[src/rtl/uart_tx_arbiter.sv]
// Round-robin arbiter sharing one UART transmitter between NUM_REQ byte producers,
// with frame sequencing, inter-frame gap and deferred baud select. Optional: TX_TIMEOUT_EN.
module uart_tx_arbiter #(
  parameter int NUM_REQ        = 4,
  parameter int DATA_W         = 8,
  parameter int GAP_CYCLES     = 2,
  parameter int TIMEOUT_CYCLES = 16
) (
  input  logic                         clk,
  input  logic                         rstn,
  input  logic [NUM_REQ-1:0]           req_valid,
  input  logic [NUM_REQ*DATA_W-1:0]    req_data,
  output logic [NUM_REQ-1:0]           req_ready,
  input  logic [1:0]                   cfg_sel,
  input  logic                         cfg_sel_we,
  output logic [1:0]                   uart_sel,
  output logic                         uart_tx_start,
  output logic [DATA_W-1:0]            uart_tx_data,
  input  logic                         uart_tx_busy,
  output logic [$clog2(NUM_REQ)-1:0]   grant_id,
  output logic                         arb_busy,
  output logic                         timeout_err
);

  localparam int IdW    = $clog2(NUM_REQ);
  localparam int CntMax = (GAP_CYCLES > TIMEOUT_CYCLES) ? GAP_CYCLES : TIMEOUT_CYCLES;
  localparam int CntW   = (CntMax < 1) ? 1 : $clog2(CntMax + 1);

  typedef enum logic [2:0] {
    IDLE,
    LAUNCH,
    WAIT_BUSY,
    WAIT_DONE,
    GAP
  } state_t;

  state_t              state_q, state_d;
  logic [IdW-1:0]      grant_q, grant_d;
  logic [DATA_W-1:0]   data_q, data_d;
  logic [1:0]          sel_q, sel_d;
  logic [1:0]          pendSel_q, pendSel_d;
  logic                pendVld_q, pendVld_d;
  logic [CntW-1:0]     cnt_q, cnt_d;
  logic                found;
  logic [IdW-1:0]      winner;
  logic [DATA_W-1:0]   winData;

  // Search starts one past the last grant so every waiting requester gets a turn.
  always_comb begin
    found   = 1'b0;
    winner  = grant_q;
    winData = '0;
    for (int k = 1; k <= NUM_REQ; k++) begin
      if (!found && req_valid[(int'(grant_q) + k) % NUM_REQ]) begin
        found   = 1'b1;
        winner  = IdW'((int'(grant_q) + k) % NUM_REQ);
        winData = req_data[((int'(grant_q) + k) % NUM_REQ) * DATA_W +: DATA_W];
      end
    end
  end

`ifdef TX_TIMEOUT_EN
  logic toErr_q, toErr_d;
`endif

  always_comb begin
    state_d       = state_q;
    grant_d       = grant_q;
    data_d        = data_q;
    sel_d         = sel_q;
    pendSel_d     = pendSel_q;
    pendVld_d     = pendVld_q;
    cnt_d         = '0;
    req_ready     = '0;
    uart_tx_start = 1'b0;
`ifdef TX_TIMEOUT_EN
    toErr_d       = 1'b0;
`endif
    case (state_q)
      IDLE: begin
        // A same-cycle cfg write also holds off the grant so the new baud lands first.
        if (pendVld_q) begin
          sel_d     = pendSel_q;
          pendVld_d = 1'b0;
        end else if (!cfg_sel_we && found) begin
          grant_d = winner;
          data_d  = winData;
          state_d = LAUNCH;
        end
      end
      LAUNCH: begin
        req_ready[grant_q] = 1'b1;
        uart_tx_start      = 1'b1;
        state_d            = WAIT_BUSY;
      end
      WAIT_BUSY: begin
        uart_tx_start = 1'b1;
        if (uart_tx_busy) begin
          state_d = WAIT_DONE;
`ifdef TX_TIMEOUT_EN
        end else if (cnt_q == CntW'(TIMEOUT_CYCLES - 1)) begin
          toErr_d = 1'b1;
          state_d = (GAP_CYCLES == 0) ? IDLE : GAP;
        end else begin
          cnt_d = cnt_q + 1'b1;
`endif
        end
      end
      WAIT_DONE: begin
        if (!uart_tx_busy) begin
          state_d = (GAP_CYCLES == 0) ? IDLE : GAP;
        end
      end
      GAP: begin
        if (cnt_q == CntW'(GAP_CYCLES - 1)) begin
          state_d = IDLE;
        end else begin
          cnt_d = cnt_q + 1'b1;
        end
      end
      default: state_d = IDLE;
    endcase
    if (cfg_sel_we) begin
      pendSel_d = cfg_sel;
      pendVld_d = 1'b1;
    end
  end

  always_ff @(posedge clk or negedge rstn) begin
    if (!rstn) begin
      state_q   <= IDLE;
      grant_q   <= '0;
      data_q    <= '0;
      sel_q     <= '0;
      pendSel_q <= '0;
      pendVld_q <= 1'b0;
      cnt_q     <= '0;
    end else begin
      state_q   <= state_d;
      grant_q   <= grant_d;
      data_q    <= data_d;
      sel_q     <= sel_d;
      pendSel_q <= pendSel_d;
      pendVld_q <= pendVld_d;
      cnt_q     <= cnt_d;
    end
  end

`ifdef TX_TIMEOUT_EN
  always_ff @(posedge clk or negedge rstn) begin
    if (!rstn) begin
      toErr_q <= 1'b0;
    end else begin
      toErr_q <= toErr_d;
    end
  end

  assign timeout_err = toErr_q;
`else
  assign timeout_err = 1'b0;
`endif

  assign uart_sel     = sel_q;
  assign uart_tx_data = data_q;
  assign grant_id     = grant_q;
  assign arb_busy     = (state_q != IDLE);

endmodule

[config.mk]
export PLATFORM = sky130hd
export DESIGN_NAME = uart_tx_arbiter
export DESIGN_NICKNAME = d
export VERILOG_FILES = /design/src/rtl/uart_tx_arbiter.sv
export SDC_FILE = /design/constraint.sdc
export NUM_CORES = 1
export LEC_CHECK = 0
export ABC_CLOCK_PERIOD_IN_PS = 2610
export CAP_MARGIN = 15
export CORE_UTILIZATION = 46
export CTS_BUF_LIST = sky130_fd_sc_hd__clkbuf_4 sky130_fd_sc_hd__clkbuf_8
export CTS_CLUSTER_SIZE = 40
export DETAILED_ROUTE_END_ITERATION = 12
export GPL_ROUTABILITY_DRIVEN = 0
export PLACE_DENSITY = 0.79
export SLEW_MARGIN = 20
export SYNTH_ARGS = -nofsm -noshare
export SYNTH_HDL_FRONTEND = slang
export SYNTH_SLANG_ARGS = --single-unit
[constraint.sdc]
create_clock -name clk -period 2.61 [get_ports clk]
set_input_delay 0.3915 -clock clk [delete_from_list [all_inputs] [get_ports clk]]
set_output_delay 0.3915 -clock clk [all_outputs]
set_load 0.005 [all_outputs]
==> results of run 1 <==
## logic make-up (layout without fill, tap and decap cells)
logic type / Yosys count / count (layout)
other: 1 / 1
DFF: 23 / 23
xor gates and xnor gates: 5 / 5
buffers and inverters: 18 / 82
adders and majority gates: 6 / 6
and+or+nand+nor: 63 / 63
muxes: 40 / 40
AOI/OAI and AO/OA: 28 / 28
## registers in the layout, indices dropped and copies added (netlist names)
name,count
uart_tx_data,8
cnt_q,5
state_q,3
grant_id,2
pendSel_q,2
uart_sel,2
pendVld_q,1
## area by class of cell
| class | instances | area (µm²) | share of cell area (%) |
|---|---|---|---|
| Sequential cell | 23 | 576.8 | 18.95 |
| Tap cell | 67 | 83.83 | 2.754 |
| Timing Repair Buffer | 74 | 703.2 | 23.10 |
| Multi-Input combinational cell | 143 | 1619 | 53.19 |
| Inverter | 4 | 15.01 | 0.4932 |
| Clock inverter | 1 | 5.005 | 0.1644 |
| Clock buffer | 3 | 41.29 | 1.356 |
## routing by layer
layer | vias to the layer above | share of wire, % | global-route usage (%)
met5 | - | 0 | 0
met4 | 0 | 0.32 | 2.832
met3 | 2 | 3.9 | 2.210
met2 | 49 | 51 | 35.41
met1 | 966 | 45 | 28.13
li1 | 863 | - | -
## cell usage in the layout (no fill, tap or decap), drive strengths merged, types with 2 or more instances in the layout
| cell type | n |
|---|---|
| a41oi | 8 |
| ha | 6 |
| dfrtp | 23 |
| nor4 | 5 |
| a21oi | 2 |
| mux2 | 4 |
| xnor2 | 3 |
| and2 | 4 |
| buf | 15 |
| nor2 | 18 |
| a22oi | 9 |
| nand3b | 2 |
| nand3 | 3 |
| xor2 | 2 |
| nand2b | 9 |
| clkbuf | 3 |
| a21o | 2 |
| nand2 | 10 |
| nor3 | 5 |
| inv | 4 |
| o21ai | 2 |
| or3b | 2 |
| mux4 | 35 |
| clkdlybuf4s50 | 59 |
## where the power goes
part | switching [µW] | leakage, µW | total [µW] | internal (µW)
Sequential | 102 | 0.000279 | 587 | 486
Clock | 123 | 0.0000255 | 230 | 107
Combinational | 996 | 0.000793 | 2230 | 1230
## final timing paths
| path | startpoint | endpoint | slack, ns | cells past startpoint |
|---|---|---|---|---|
| worst min register to register | cnt_q[0] | cnt_q[0] | 0.50 | 1 |
| worst max register to register | grant_id[1] | uart_tx_data[1] | 0.32 | 6 |
| max in group asynchronous | rstn | uart_tx_data[5] | 1.45 | 2 |
| min in group asynchronous | rstn | uart_sel[1] | 0.59 | 1 |
| worst min-delay path | cnt_q[0] | cnt_q[0] | 0.50 | 1 |
| worst max-delay path | grant_id[1] | uart_tx_data[1] | 0.32 | 6 |
## metrics by stage
stage / setup WS, ns / power (µW) / hold WS (ns) / cells
6_report: 0.3189 / 3043 / 0.4985 / 315
5_1_grt: 0.1349 / 3266 / 0.5184 / 315
4_1_cts: 0.3074 / 3070 / 0.5068 / 315
3_5_place_dp: 0.1119 / 2832 / 0.4943 / 311
3_3_place_gp: 0.1841 / 2792 / 0.4787 / 311
2_1_floorplan: 0.05552 / 2225 / 0.09591 / 184
==> flow_summary.toml, run 1 <==
[clock_network]
holdBufCountCts = 0
cts_tree = "yes"
cts_root_buf = "clkbuf_8"
cts_htree_levels = 1
clock_path_buffers = 2
clk_latency_ns = 0.27
cts_sinks = 23
post_cts_buffers = 0
clkTransAtPathRegs_ns = 0.09
numCtsBuffers = 3
cts_resized = 0

[route]
wirelength_um = 4990
dr.pass1.iters = 4
drtIter0Drc = 62
wl_per_cell_um = 15.84
drtAntennaViolNets = 0
vias = 1880
drcViolationCount = 0
vias_per_cell = 5.968

[min_path]
hold_path.class = "reg2reg"

[yosys]
synth_edf_count = 0
syn_area_per_cell_um2 = 12.53
synth_top_family_by_area = "multiplexers"
yosys.area.top_type = "mux4_2"
yosysSeqAreaShare_pct = 24.96
yosysMostFrequentCell = "mux4_2"
async_flop_share_pct = 100.0
synth_cells = 184
synth_fa_ha_area_share_pct = 3.256
yosys-top-cells-area = "mux4_2 (33%), dfrtp_1 (25%), a41oi_2 (5.6%)"
yosysWarnings = 0
ys_ff_latch = 23
synth_top_cell_area_share_pct = 33.21
synth_compound_area_share_pct = 12.05
muxShareOfSynthArea_pct = 36.73
synth_fp_nets = 232
synth_simple_gate_area_share_pct = 16.12
synth.distinct_cells = 43
syn_area_um2 = 2306
ys_top_cells_by_count = "mux4_2 (34), dfrtp_1 (23), nor2_1 (18)"
synth_xor_area_share_pct = 1.899
synth_ff_type = "dfrtp_1"

[setup_path]
crit_path_end_kind = "flip-flop"
arrival_ns = 2.49
worstPathCellList = "inv_1 > ha_1 > mux4_2 > nor2b_1 > a22oi_1 > a41oi_2"
required_ns = 2.81
critPathBufInv = 1
slowest_stage = "nor2b_1"
cpLargestDelayFamily = "simple AND/OR/NAND/NOR gates"
crit_path_start_kind = "flip-flop"
slowest_delay_ns = 0.54
crit_fanout = 8
path_class = "reg2reg"

[placement]
postPlaceCellArea_um2 = 2998
portBuffers = 59
dp_hpwl_um = 3834

[timing]
drv_slew = 0
fmax_mhz = 436.5
finalCritPeriodShare_pct = 87.78
finalHoldViolCount = 0
slew_headroom_pct = 44.94
fin_skew_ns = 0.003849
worst_pin_slew_ns = 0.8233
rsz0062_at_grt = "no"
tns_ns = 0
setup_violations = 0
min_period_ns = 2.291

[run]
cap_violations = 0

[cells_and_area]
final_design_area_no_fill_um2 = 3044
diodes = 0
area_growth_pct = 32.01
postLayoutCoreUtil_pct = 63.61
drive_above_1_share_pct = 30.65
nets = 297
fillers = 375

[die]
ios = 61
core_um2 = 4786
start_util_pct = 48.18
die_h_um = 72.80
fp-row-count = 25
dieArea_um2 = 5300
die_x_um = 72.80

[global_routing]
grt-ovfl-total = 0
track_usage_pct = 20.30
grt_pass1_wl_um = 8549
grt_pass1_vias = 1852
antenna_found_initial = 0
grt_max_degree = 34

[power_and_ir_drop]
vdd_ir_drop_max_uv = 457.3
p_leak_uw = 0.001097
power.density_nw_per_um2 = 999.7

[status]
outcome = "complete, no violations"
Note: power is estimated with default switching activity, not from simulation.
==> run 2: changes to the inputs <==
- TNS_END_PERCENT: not set -> 30
==> results of run 2 <==
No change in the layout: final DEF, timing and power equal those of run 1.
